`src/rtl/rx_page_reader_if.sv`:
```
// Bundles the page reader's RAM read port and its packet byte stream.
// Latency: none, wires only.
// Backpressure: out_ready from the byte sink stalls the stream; the RAM port has no flow control.
interface rx_page_reader_if;
    logic [7:0]  mem_rd_addr;
    logic [47:0] mem_rd_data;
    logic [7:0]  out_data;
    logic        out_valid;
    logic        out_ready;
    logic        out_sop;
    logic        out_eop;

    // Page reader side: drives the RAM address and the byte stream
    modport master (
        output mem_rd_addr,
        input  mem_rd_data,
        output out_data,
        output out_valid,
        input  out_ready,
        output out_sop,
        output out_eop
    );

    // RAM / byte sink side
    modport slave (
        input  mem_rd_addr,
        output mem_rd_data,
        input  out_data,
        input  out_valid,
        output out_ready,
        input  out_sop,
        input  out_eop
    );
endinterface

```
`src/rtl/rx_page_reader.sv`:
```
// Frames each completed ping-pong RAM page as a 20-byte header + 6*WORDS payload byte packet.
// Latency: header byte 0 valid 2 clocks after the page toggle; RAM_LAT+1 dead clocks before each payload word.
// Backpressure: out_ready stalls the stream with byte/sop/eop held; mid-packet toggles queue (newest wins) as overruns.
// Optional feature macro RX_OVR_CNT_EN: saturating 16-bit overrun counter on port ovr_cnt and in header bytes 8-9.
module rx_page_reader #(
    parameter int WORDS   = 82,
    parameter int RAM_LAT = 2
) (
    input  logic             clock,
    input  logic             reset,
    input  logic             enable,
    input  logic             wr_block,
    rx_page_reader_if.master bus,
    output logic             busy
`ifdef RX_OVR_CNT_EN
    ,
    output logic [15:0]      ovr_cnt
`endif
);

    localparam logic [6:0] LAST_WORD  = 7'(WORDS - 1);
    localparam logic [1:0] LAT_CNT    = 2'(RAM_LAT);
    localparam logic [4:0] HDR_LAST   = 5'd19;
    localparam logic [4:0] WORD_LAST  = 5'd5;

    typedef enum logic [2:0] {
        ST_IDLE,
        ST_HDR,
        ST_FETCH,
        ST_WAIT,
        ST_SEND,
        ST_DONE
    } state_t;

    state_t      state_q, state_d;
    logic        wr_q, wr_d;
    logic        pending_q, pending_d;
    logic        pend_page_q, pend_page_d;
    logic        ovr_flag_q, ovr_flag_d;
    logic        page_q, page_d;
    logic        hdr_ovr_q, hdr_ovr_d;
    logic [4:0]  byte_cnt_q, byte_cnt_d;
    logic [6:0]  word_q, word_d;
    logic [1:0]  wait_cnt_q, wait_cnt_d;
    logic [47:0] shift_q, shift_d;
    logic [7:0]  addr_q, addr_d;
    logic [31:0] seq_q, seq_d;
    logic        busy_q, busy_d;
`ifdef RX_OVR_CNT_EN
    logic [15:0] ovr_cnt_q, ovr_cnt_d;
    logic [15:0] hdr_cnt_q, hdr_cnt_d;
`endif

    logic        toggle;
    logic        start;
    logic        overrun;
    logic        accept;
    logic        out_valid_w;
    logic [7:0]  hdr_byte;

    // A page is taken from the pending slot only when the FSM sits idle
    assign start  = (state_q == ST_IDLE) && pending_q;
    assign toggle = (wr_q != wr_block);
    assign accept = out_valid_w && bus.out_ready;

    // Page toggle tracking: newest completed page wins, any toggle while a page is owed is an overrun
    always_comb begin
        wr_d        = wr_block;
        pending_d   = pending_q;
        pend_page_d = pend_page_q;
        ovr_flag_d  = ovr_flag_q;
        overrun     = 1'b0;
        if (start) begin
            pending_d  = 1'b0;
            ovr_flag_d = 1'b0;
        end
        if (toggle && enable) begin
            pending_d   = 1'b1;
            pend_page_d = wr_block;
            if ((state_q != ST_IDLE) || pending_q) begin
                overrun    = 1'b1;
                ovr_flag_d = 1'b1;
            end
        end
    end

`ifdef RX_OVR_CNT_EN
    // Overrun event counter, sticks at all-ones until reset
    always_comb begin
        ovr_cnt_d = ovr_cnt_q;
        if (overrun && (ovr_cnt_q != 16'hFFFF)) begin
            ovr_cnt_d = ovr_cnt_q + 16'd1;
        end
    end
`endif

    // Packet sequencer: header bytes, then per word a RAM fetch, a latency wait and six byte sends
    always_comb begin
        state_d    = state_q;
        page_d     = page_q;
        hdr_ovr_d  = hdr_ovr_q;
        byte_cnt_d = byte_cnt_q;
        word_d     = word_q;
        wait_cnt_d = wait_cnt_q;
        shift_d    = shift_q;
        addr_d     = addr_q;
        seq_d      = seq_q;
`ifdef RX_OVR_CNT_EN
        hdr_cnt_d  = hdr_cnt_q;
`endif
        case (state_q)
            ST_IDLE: begin
                if (pending_q) begin
                    page_d     = pend_page_q;
                    hdr_ovr_d  = ovr_flag_q;
`ifdef RX_OVR_CNT_EN
                    hdr_cnt_d  = ovr_cnt_q;
`endif
                    byte_cnt_d = 5'd0;
                    state_d    = ST_HDR;
                end
            end
            ST_HDR: begin
                if (accept) begin
                    if (byte_cnt_q == HDR_LAST) begin
                        byte_cnt_d = 5'd0;
                        word_d     = 7'd0;
                        addr_d     = {page_q, 7'd0};
                        state_d    = ST_FETCH;
                    end else begin
                        byte_cnt_d = byte_cnt_q + 5'd1;
                    end
                end
            end
            ST_FETCH: begin
                wait_cnt_d = 2'd1;
                state_d    = ST_WAIT;
            end
            ST_WAIT: begin
                if (wait_cnt_q == LAT_CNT) begin
                    shift_d    = bus.mem_rd_data;
                    byte_cnt_d = 5'd0;
                    state_d    = ST_SEND;
                end else begin
                    wait_cnt_d = wait_cnt_q + 2'd1;
                end
            end
            ST_SEND: begin
                if (accept) begin
                    shift_d = {shift_q[39:0], 8'h00};
                    if (byte_cnt_q == WORD_LAST) begin
                        byte_cnt_d = 5'd0;
                        if (word_q == LAST_WORD) begin
                            state_d = ST_DONE;
                        end else begin
                            word_d  = word_q + 7'd1;
                            addr_d  = {page_q, word_q + 7'd1};
                            state_d = ST_FETCH;
                        end
                    end else begin
                        byte_cnt_d = byte_cnt_q + 5'd1;
                    end
                end
            end
            ST_DONE: begin
                seq_d   = seq_q + 32'd1;
                state_d = ST_IDLE;
            end
            default: begin
                state_d = ST_IDLE;
            end
        endcase
        busy_d = (state_d != ST_IDLE);
    end

    // Header byte select from the values captured when the packet started
    always_comb begin
        hdr_byte = 8'h00;
        case (byte_cnt_q)
            5'd0:  hdr_byte = 8'hEF;
            5'd1:  hdr_byte = 8'hFE;
            5'd2:  hdr_byte = 8'h01;
            5'd3:  hdr_byte = {7'b0, page_q};
            5'd4:  hdr_byte = seq_q[31:24];
            5'd5:  hdr_byte = seq_q[23:16];
            5'd6:  hdr_byte = seq_q[15:8];
            5'd7:  hdr_byte = seq_q[7:0];
`ifdef RX_OVR_CNT_EN
            5'd8:  hdr_byte = hdr_cnt_q[15:8];
            5'd9:  hdr_byte = hdr_cnt_q[7:0];
`endif
            5'd10: hdr_byte = {7'b0, hdr_ovr_q};
            default: hdr_byte = 8'h00;
        endcase
    end

    // Stream outputs decode only registered state, so they cannot move during a stall
    always_comb begin
        out_valid_w   = (state_q == ST_HDR) || (state_q == ST_SEND);
        bus.out_data  = (state_q == ST_HDR) ? hdr_byte : shift_q[47:40];
        bus.out_sop   = (state_q == ST_HDR) && (byte_cnt_q == 5'd0);
        bus.out_eop   = (state_q == ST_SEND) && (word_q == LAST_WORD) && (byte_cnt_q == WORD_LAST);
    end

    assign bus.out_valid   = out_valid_w;
    assign bus.mem_rd_addr = addr_q;
    assign busy            = busy_q;
`ifdef RX_OVR_CNT_EN
    assign ovr_cnt         = ovr_cnt_q;
`endif

    // State registers; reset aborts any packet and re-aligns the toggle detector to the current page
    always_ff @(posedge clock) begin
        if (reset) begin
            state_q     <= ST_IDLE;
            wr_q        <= wr_block;
            pending_q   <= 1'b0;
            pend_page_q <= 1'b0;
            ovr_flag_q  <= 1'b0;
            page_q      <= 1'b0;
            hdr_ovr_q   <= 1'b0;
            byte_cnt_q  <= 5'd0;
            word_q      <= 7'd0;
            wait_cnt_q  <= 2'd0;
            shift_q     <= 48'd0;
            addr_q      <= 8'd0;
            seq_q       <= 32'd0;
            busy_q      <= 1'b0;
`ifdef RX_OVR_CNT_EN
            ovr_cnt_q   <= 16'd0;
            hdr_cnt_q   <= 16'd0;
`endif
        end else begin
            state_q     <= state_d;
            wr_q        <= wr_d;
            pending_q   <= pending_d;
            pend_page_q <= pend_page_d;
            ovr_flag_q  <= ovr_flag_d;
            page_q      <= page_d;
            hdr_ovr_q   <= hdr_ovr_d;
            byte_cnt_q  <= byte_cnt_d;
            word_q      <= word_d;
            wait_cnt_q  <= wait_cnt_d;
            shift_q     <= shift_d;
            addr_q      <= addr_d;
            seq_q       <= seq_d;
            busy_q      <= busy_d;
`ifdef RX_OVR_CNT_EN
            ovr_cnt_q   <= ovr_cnt_d;
            hdr_cnt_q   <= hdr_cnt_d;
`endif
        end
    end

endmodule

```
`src/flat_wrapper.sv`:
```
// flat-port wrapper written by rule: the top's interface ports become plain ports
module rx_page_reader_flat 
#(
    parameter int WORDS   = 82,
    parameter int RAM_LAT = 2
)
  (clock, reset, enable, wr_block, busy, bus_mem_rd_addr, bus_mem_rd_data, bus_out_data, bus_out_valid, bus_out_ready, bus_out_sop, bus_out_eop);
  rx_page_reader_if bus_i ();
  input  logic clock;
  input  logic reset;
  input  logic enable;
  input  logic wr_block;
  output logic busy;
  output wire logic [$bits(bus_i.mem_rd_addr)-1:0] bus_mem_rd_addr;
  input wire logic [$bits(bus_i.mem_rd_data)-1:0] bus_mem_rd_data;
  output wire logic [$bits(bus_i.out_data)-1:0] bus_out_data;
  output wire logic [$bits(bus_i.out_valid)-1:0] bus_out_valid;
  input wire logic [$bits(bus_i.out_ready)-1:0] bus_out_ready;
  output wire logic [$bits(bus_i.out_sop)-1:0] bus_out_sop;
  output wire logic [$bits(bus_i.out_eop)-1:0] bus_out_eop;
  assign bus_mem_rd_addr = bus_i.mem_rd_addr;
  assign bus_i.mem_rd_data = bus_mem_rd_data;
  assign bus_out_data = bus_i.out_data;
  assign bus_out_valid = bus_i.out_valid;
  assign bus_i.out_ready = bus_out_ready;
  assign bus_out_sop = bus_i.out_sop;
  assign bus_out_eop = bus_i.out_eop;
  rx_page_reader #(.WORDS(WORDS), .RAM_LAT(RAM_LAT)) u_core (.clock(clock), .reset(reset), .enable(enable), .wr_block(wr_block), .bus(bus_i), .busy(busy));
endmodule
```
`config.mk`:
```
export PLATFORM = sky130hd
export DESIGN_NAME = rx_page_reader_flat
export DESIGN_NICKNAME = d
export VERILOG_FILES = /design/src/rtl/rx_page_reader_if.sv /design/src/rtl/rx_page_reader.sv /design/src/flat_wrapper.sv
export SDC_FILE = /design/constraint.sdc
export NUM_CORES = 1
export LEC_CHECK = 0
export ABC_CLOCK_PERIOD_IN_PS = 2000
export BUFFER_PORTS_ARGS = -buffer_cell sky130_fd_sc_hd__buf_2
export CAP_MARGIN = 10
export CORE_MARGIN = 2
export CORE_UTILIZATION = 50
export CTS_BUF_LIST = sky130_fd_sc_hd__clkbuf_8
export DETAILED_ROUTE_END_ITERATION = 10
export PLACE_DENSITY = 0.72
export SLEW_MARGIN = 0
export SYNTH_ARGS = -nofsm -noshare
export SYNTH_HDL_FRONTEND = slang
export SYNTH_SLANG_ARGS = --single-unit
```
`constraint.sdc`:
```
create_clock -name clock -period 2 [get_ports clock]
set_input_delay 0 -clock clock [delete_from_list [all_inputs] [get_ports clock]]
set_output_delay 0 -clock clock [all_outputs]
set_load 0.03 [all_outputs]
```
Word level (Yosys, flattened, before mapping)
Index checks and enable logic that the tools add are counted.

Logic and storage cells: 104. Output and inout bits: 20. Input bits: 53. Flip-flop bits (word level): 112.

Add/sub/neg operators: 4. Muxes and demuxes: 39. Eq/ne operators: 25. Reduce and logical (&&, ||, !) cells: 22.

Operator list (number): two-way mux 48 bit (2); case mux 48 bit (2 select lines) (1); case mux 8 bit (9 select lines) (1); two-way mux 8 bit (6); two-way mux 7 bit (5); adder 32 x 1 -> 32 bit, second input constant (1); two-way mux 5 bit (6); two-way mux 3 bit (7); == test 5 x 3 -> 1 bit, second input constant (4); case mux 5 bit (4 select lines) (1); case mux 8 bit (2 select lines) (1); case mux 3 bit (5 select lines) (1); case mux 7 bit (2 select lines) (1); inequality test 2 x 1 -> 1 bit, second input constant (6); == test 5 x 2 -> 1 bit, second input constant (2); nonzero test 2 bit (4); adder 7 x 1 -> 7 bit, second input constant (1); == test 7 bit, second input constant (1); == test 3 x 2 -> 1 bit, second input constant (2); == test 3 bit, second input constant (2); logical AND 1 bit (6); AND reduction 6 bit (1); nonzero test 3 bit (2); adder 5 x 1 -> 5 bit, second input constant (1); other kinds (18) (25).

Longest topological paths before layout
Word-level depth: 6. Mapped depth: 8. Mapped depth without buffers: 7.

Least setup slack after synthesis
No wires, ideal clock.

Kind: register to register. From: register u_core.state_q[2]. To: register u_core.addr_q[6] (netlist: u_core.bus.mem_rd_addr[6]). Buffers on the path: 2. Required time: 1930 ps. Arrival time: 2146 ps. Stages on the path, launching flop included: 8. Path slack: -216 ps. Cells stage by stage: dfxtp_1 > buf_2 > nand2b_1 > a21oi_1 > o2111ai_1 > buf_2 > or3_1 > a21oi_1.

Word-level cells in the longest chain between the ends: 5. Elaborated cells on any way between the ends: 12. Classes of those cells: eq/ne (7); mux (1); reduce/logical (4).

RTL lines: from (decl) (RTL line rx_page_reader.sv:35) `state_t state_q, state_d;`; from (signal assigned) (RTL line rx_page_reader.sv:234) `state_q <= state_d;`; == test 3 x 1 -> 1 bit or == test 3 bit (tied branches) (RTL line rx_page_reader.sv:199) `out_valid_w = (state_q == ST_HDR) || (state_q == ST_SEND);`; logical OR 1 bit (*) (RTL line rx_page_reader.sv:199); net bus_out_valid (RTL line flat_wrapper.sv:17) `output wire logic [$bits(bus_i.out_valid)-1:0] bus_out_valid;`; logical AND 1 bit (*) (RTL line rx_page_reader.sv:64) `assign accept = out_valid_w && bus.out_ready;`; inequality test 2 x 1 -> 1 bit (no source line); AND reduction 6 bit (no source line) (*); to (signal assigned) (RTL line rx_page_reader.sv:245) `addr_q <= addr_d;`; to (decl) (RTL line rx_page_reader.sv:46) `logic [7:0] addr_q, addr_d;`.

The timed path passes the listed nets; every way through them passes the cells marked *. A chain may end at the register's enable or synchronous reset.

Worst setup path after layout
From: register u_core.byte_cnt_q[1]. To: output port bus_out_data[1].

Word-level cells in the longest chain between the ends: 3. Elaborated cells on any way between the ends: 11. Classes of those cells: eq/ne (8); mux (2); reduce/logical (1).

RTL lines: from (decl) (RTL line rx_page_reader.sv:42) `logic [4:0] byte_cnt_q, byte_cnt_d;`; from (signal assigned) (RTL line rx_page_reader.sv:241) `byte_cnt_q <= byte_cnt_d;`; == test 5 x 4 -> 1 bit (tied with other cells) (RTL line rx_page_reader.sv:179) `case (byte_cnt_q)`; case mux 8 bit (9 select lines) (*) (RTL line rx_page_reader.sv:179); two-way mux 8 bit (*) (RTL line rx_page_reader.sv:200) `bus.out_data = (state_q == ST_HDR) ? hdr_byte : shift_q[47:40];`; to (decl) (RTL line flat_wrapper.sv:16) `output wire logic [$bits(bus_i.out_data)-1:0] bus_out_data;`.

Mark *: on every way between the ends. The rest lies on a longest branch, timed or not.

==> reports/qor.yml <==
finalInstanceArea_sq_mm: 0.00710
preCtsSetupSlack_ns: -0.00376
violations: "setup timing"
drt_pass1_iterations: 5
antenna_left: 0
start_util_pct: 50.8
syn_area_sq_mm: 0.00515
syn_nets: 702
cap_violations: 0
dp_cells: 843
worstPathRequired_ns: 2.00
ios: 73
slew_headroom_pct: 70.4
min_period_over_period_pct: 104
end_kind: "output port"
via_per_inst: 5.69
tritoncts: "built"
drt-initial-drc-count: 465
max_freq_ghz: 0.480
dieWidth_um: 105
fin_cells: 923
antenna_found_initial: 1
place_area_sq_mm: 0.00585
dp_hpwl_um: 8820
clk_pin_slew_ns: 0.09
path_class: "register to output port"
clock_skew_ns: 0.00816
insertion_delay_ns: 0.39
synth_area_per_cell_sq_um: 8.03
area_delta_synth_final_pct: 38.0
yosysUniqueCellTypes: 55
dieArea_sq_mm: 0.0111
ys_warn_count: 0
synth_edf_count: 0
numPortBuffers: 72
power_density_mw_per_mm2: 563
grt_pass1_wl_um: 23800
synth_cells: 641
rsz0062_at_grt: "yes"
slew_viol_final: 0
cp_max_fo: 8
mostFrequentLayoutCells: "109 x nand2_1, 96 x dfxtp_1, 91 x nor2_1"
root_buffer: "clkbuf_8"
cts_buffer_depth: 2
htree_levels: 3
grt_max_degree: 82
layout_commonest_cell: "nand2_1"
core_sq_mm: 0.0101
tns_ns: -0.577
worst_setup_path_start_kind: "register"
fin_crit_ns: 2.09
wl_per_cell_um: 16.4
grt_usage_pct: 26.5
status: "complete, but fails checks"
nets: 842
worst_slew_pin_slew_ns: 0.442
worst_hold_path_type: "primary input to register"
arrival_ns: 2.09
ir_drop_v: 0.000631
finalPower_mw: 4.00
setup_ws_ns: -0.0853
synth-seq-cells: 105
row_count: 37
routed_wl_um: 15100
gp_congestion: 0.891
grt_overflow_total: 0
fp.dieH_um: 105
synthFlopType: "dfxtp_1"
hold_viol_final: 0
async_reset_ff_share_pct: 0
drive_above_1_share_pct: 26.6
p_leak_nw: 2.70
vias: 5250
clock_sinks: 105
setup_viol: 9
grt_pass1_vias: 5037
numCtsBuffers: 9
drc: 0
synth-seq-area-share_pct: 40.8
[path summary, 6_finish.rpt]
| path | end | startpoint | slack (ns) | cells past startpoint |
|---|---|---|---|---|
| hold / removal | u_core.wr_q | wr_block | 0.30 | 2 |
| setup reg to reg | u_core.shift_q[36] | u_core.state_q[0] | 0 | 8 |
| setup / recovery | bus_out_data[1] | u_core.byte_cnt_q[1] | -0.09 | 9 |
| hold reg to reg | u_core.hdr_ovr_q | u_core.hdr_ovr_q | 0.48 | 2 |
[cell usage after synthesis (9+ instances only)]
master	number	share of area, %
a21o_1	9	1.3
a21oi_1	29	2.8
a22oi_1	17	2.5
a311oi_1	41	7.0
and3_1	10	1.2
buf_2	11	1.1
clkbuf_1	33	2.4
dfxtp_1	105	41
inv_1	14	1.0
nand2_1	110	8.0
nand3_1	17	1.7
nor2_1	92	6.7
nor3_1	10	0.97
o21ai_0	12	1.2
xnor2_1	26	4.4
[logic make-up after synthesis]
logic type                 share of synthesized area, %
muxes                                             0.827
and+or+nand+nor                                    28.4
buffers and inverters                              4.79
AOI/OAI and AO/OA                                  17.7
DFF                                                40.8
xor gates and xnor gates                           5.45
adders and majority gates                          1.95
[through the flow]
step                util (%)  hold slack [ns]
detailed placement      57.7            0.147
CTS                     67.5            0.261
finish                  70.0            0.302
global placement        57.7            0.137
global route            70.0            0.307
floorplan                  -           0.0277
[state kept, by name (all words and copies together) (netlist names)]
register                flops
u_core.busy                 1
u_core.state_q              3
u_core.pending_q            1
u_core.wr_q                 1
u_core.seq_q               32
u_core.wait_cnt_q           2
u_core.hdr_ovr_q            1
u_core.page_q               1
u_core.ovr_flag_q           1
u_core.pend_page_q          1
u_core.bus.mem_rd_addr      8
u_core.byte_cnt_q           5
u_core.shift_q             48
[layout make-up]
| class | count | area, sq um |
|---|---|---|
| clock buffer | 11 | 151 |
| tap | 136 | 170 |
| multi-input combinational | 475 | 3120 |
| inverter | 14 | 57.6 |
| clock inverter | 5 | 62.6 |
| fill | 760 | 3040 |
| sequential | 105 | 2120 |
| timing repair buffer | 176 | 1420 |
| antenna | 1 | 2.50 |
[worst max-delay path: stages (launching register included)]
cell	delay [ns]
dfxtp_4	0.41
inv_4	0.06
ha_4	0.15
buf_6	0.12
nor4_4	0.29
o22ai_2	0.15
nand2_4	0.14
a31oi_2	0.05
a21o_1	0.19
buf_6	0.14
[per-layer routing]
| layer | wire length [um] | vias to the layer above | GRT usage [%] |
|---|---|---|---|
| met2 | 7680 | 188 | 45.4 |
| met1 | 6230 | 2478 | 31.2 |
| met4 | 514 | 0 | 12.1 |
| li1 | - | 2536 | - |
| met5 | 0 | - | 0 |
| met3 | 675 | 48 | 6.25 |
[repair_timing]
item | in CTS | in global routing
cloned | 0 | 3
resized for setup | 62 | 36
pin swaps | 14 | 31
endpoints found under the setup margin | 14 | 61
hold buffers | 53 | 0
setup buffers | 2 | 6
endpoints found under the hold margin | 58 | 0
[report_power, final]
part / internal [mW] / switching [mW]
Combinational: 0.238 / 0.234
Sequential: 2.10 / 0.0164
Clock: 0.653 / 0.755
(Power assumes the default switching activity.)
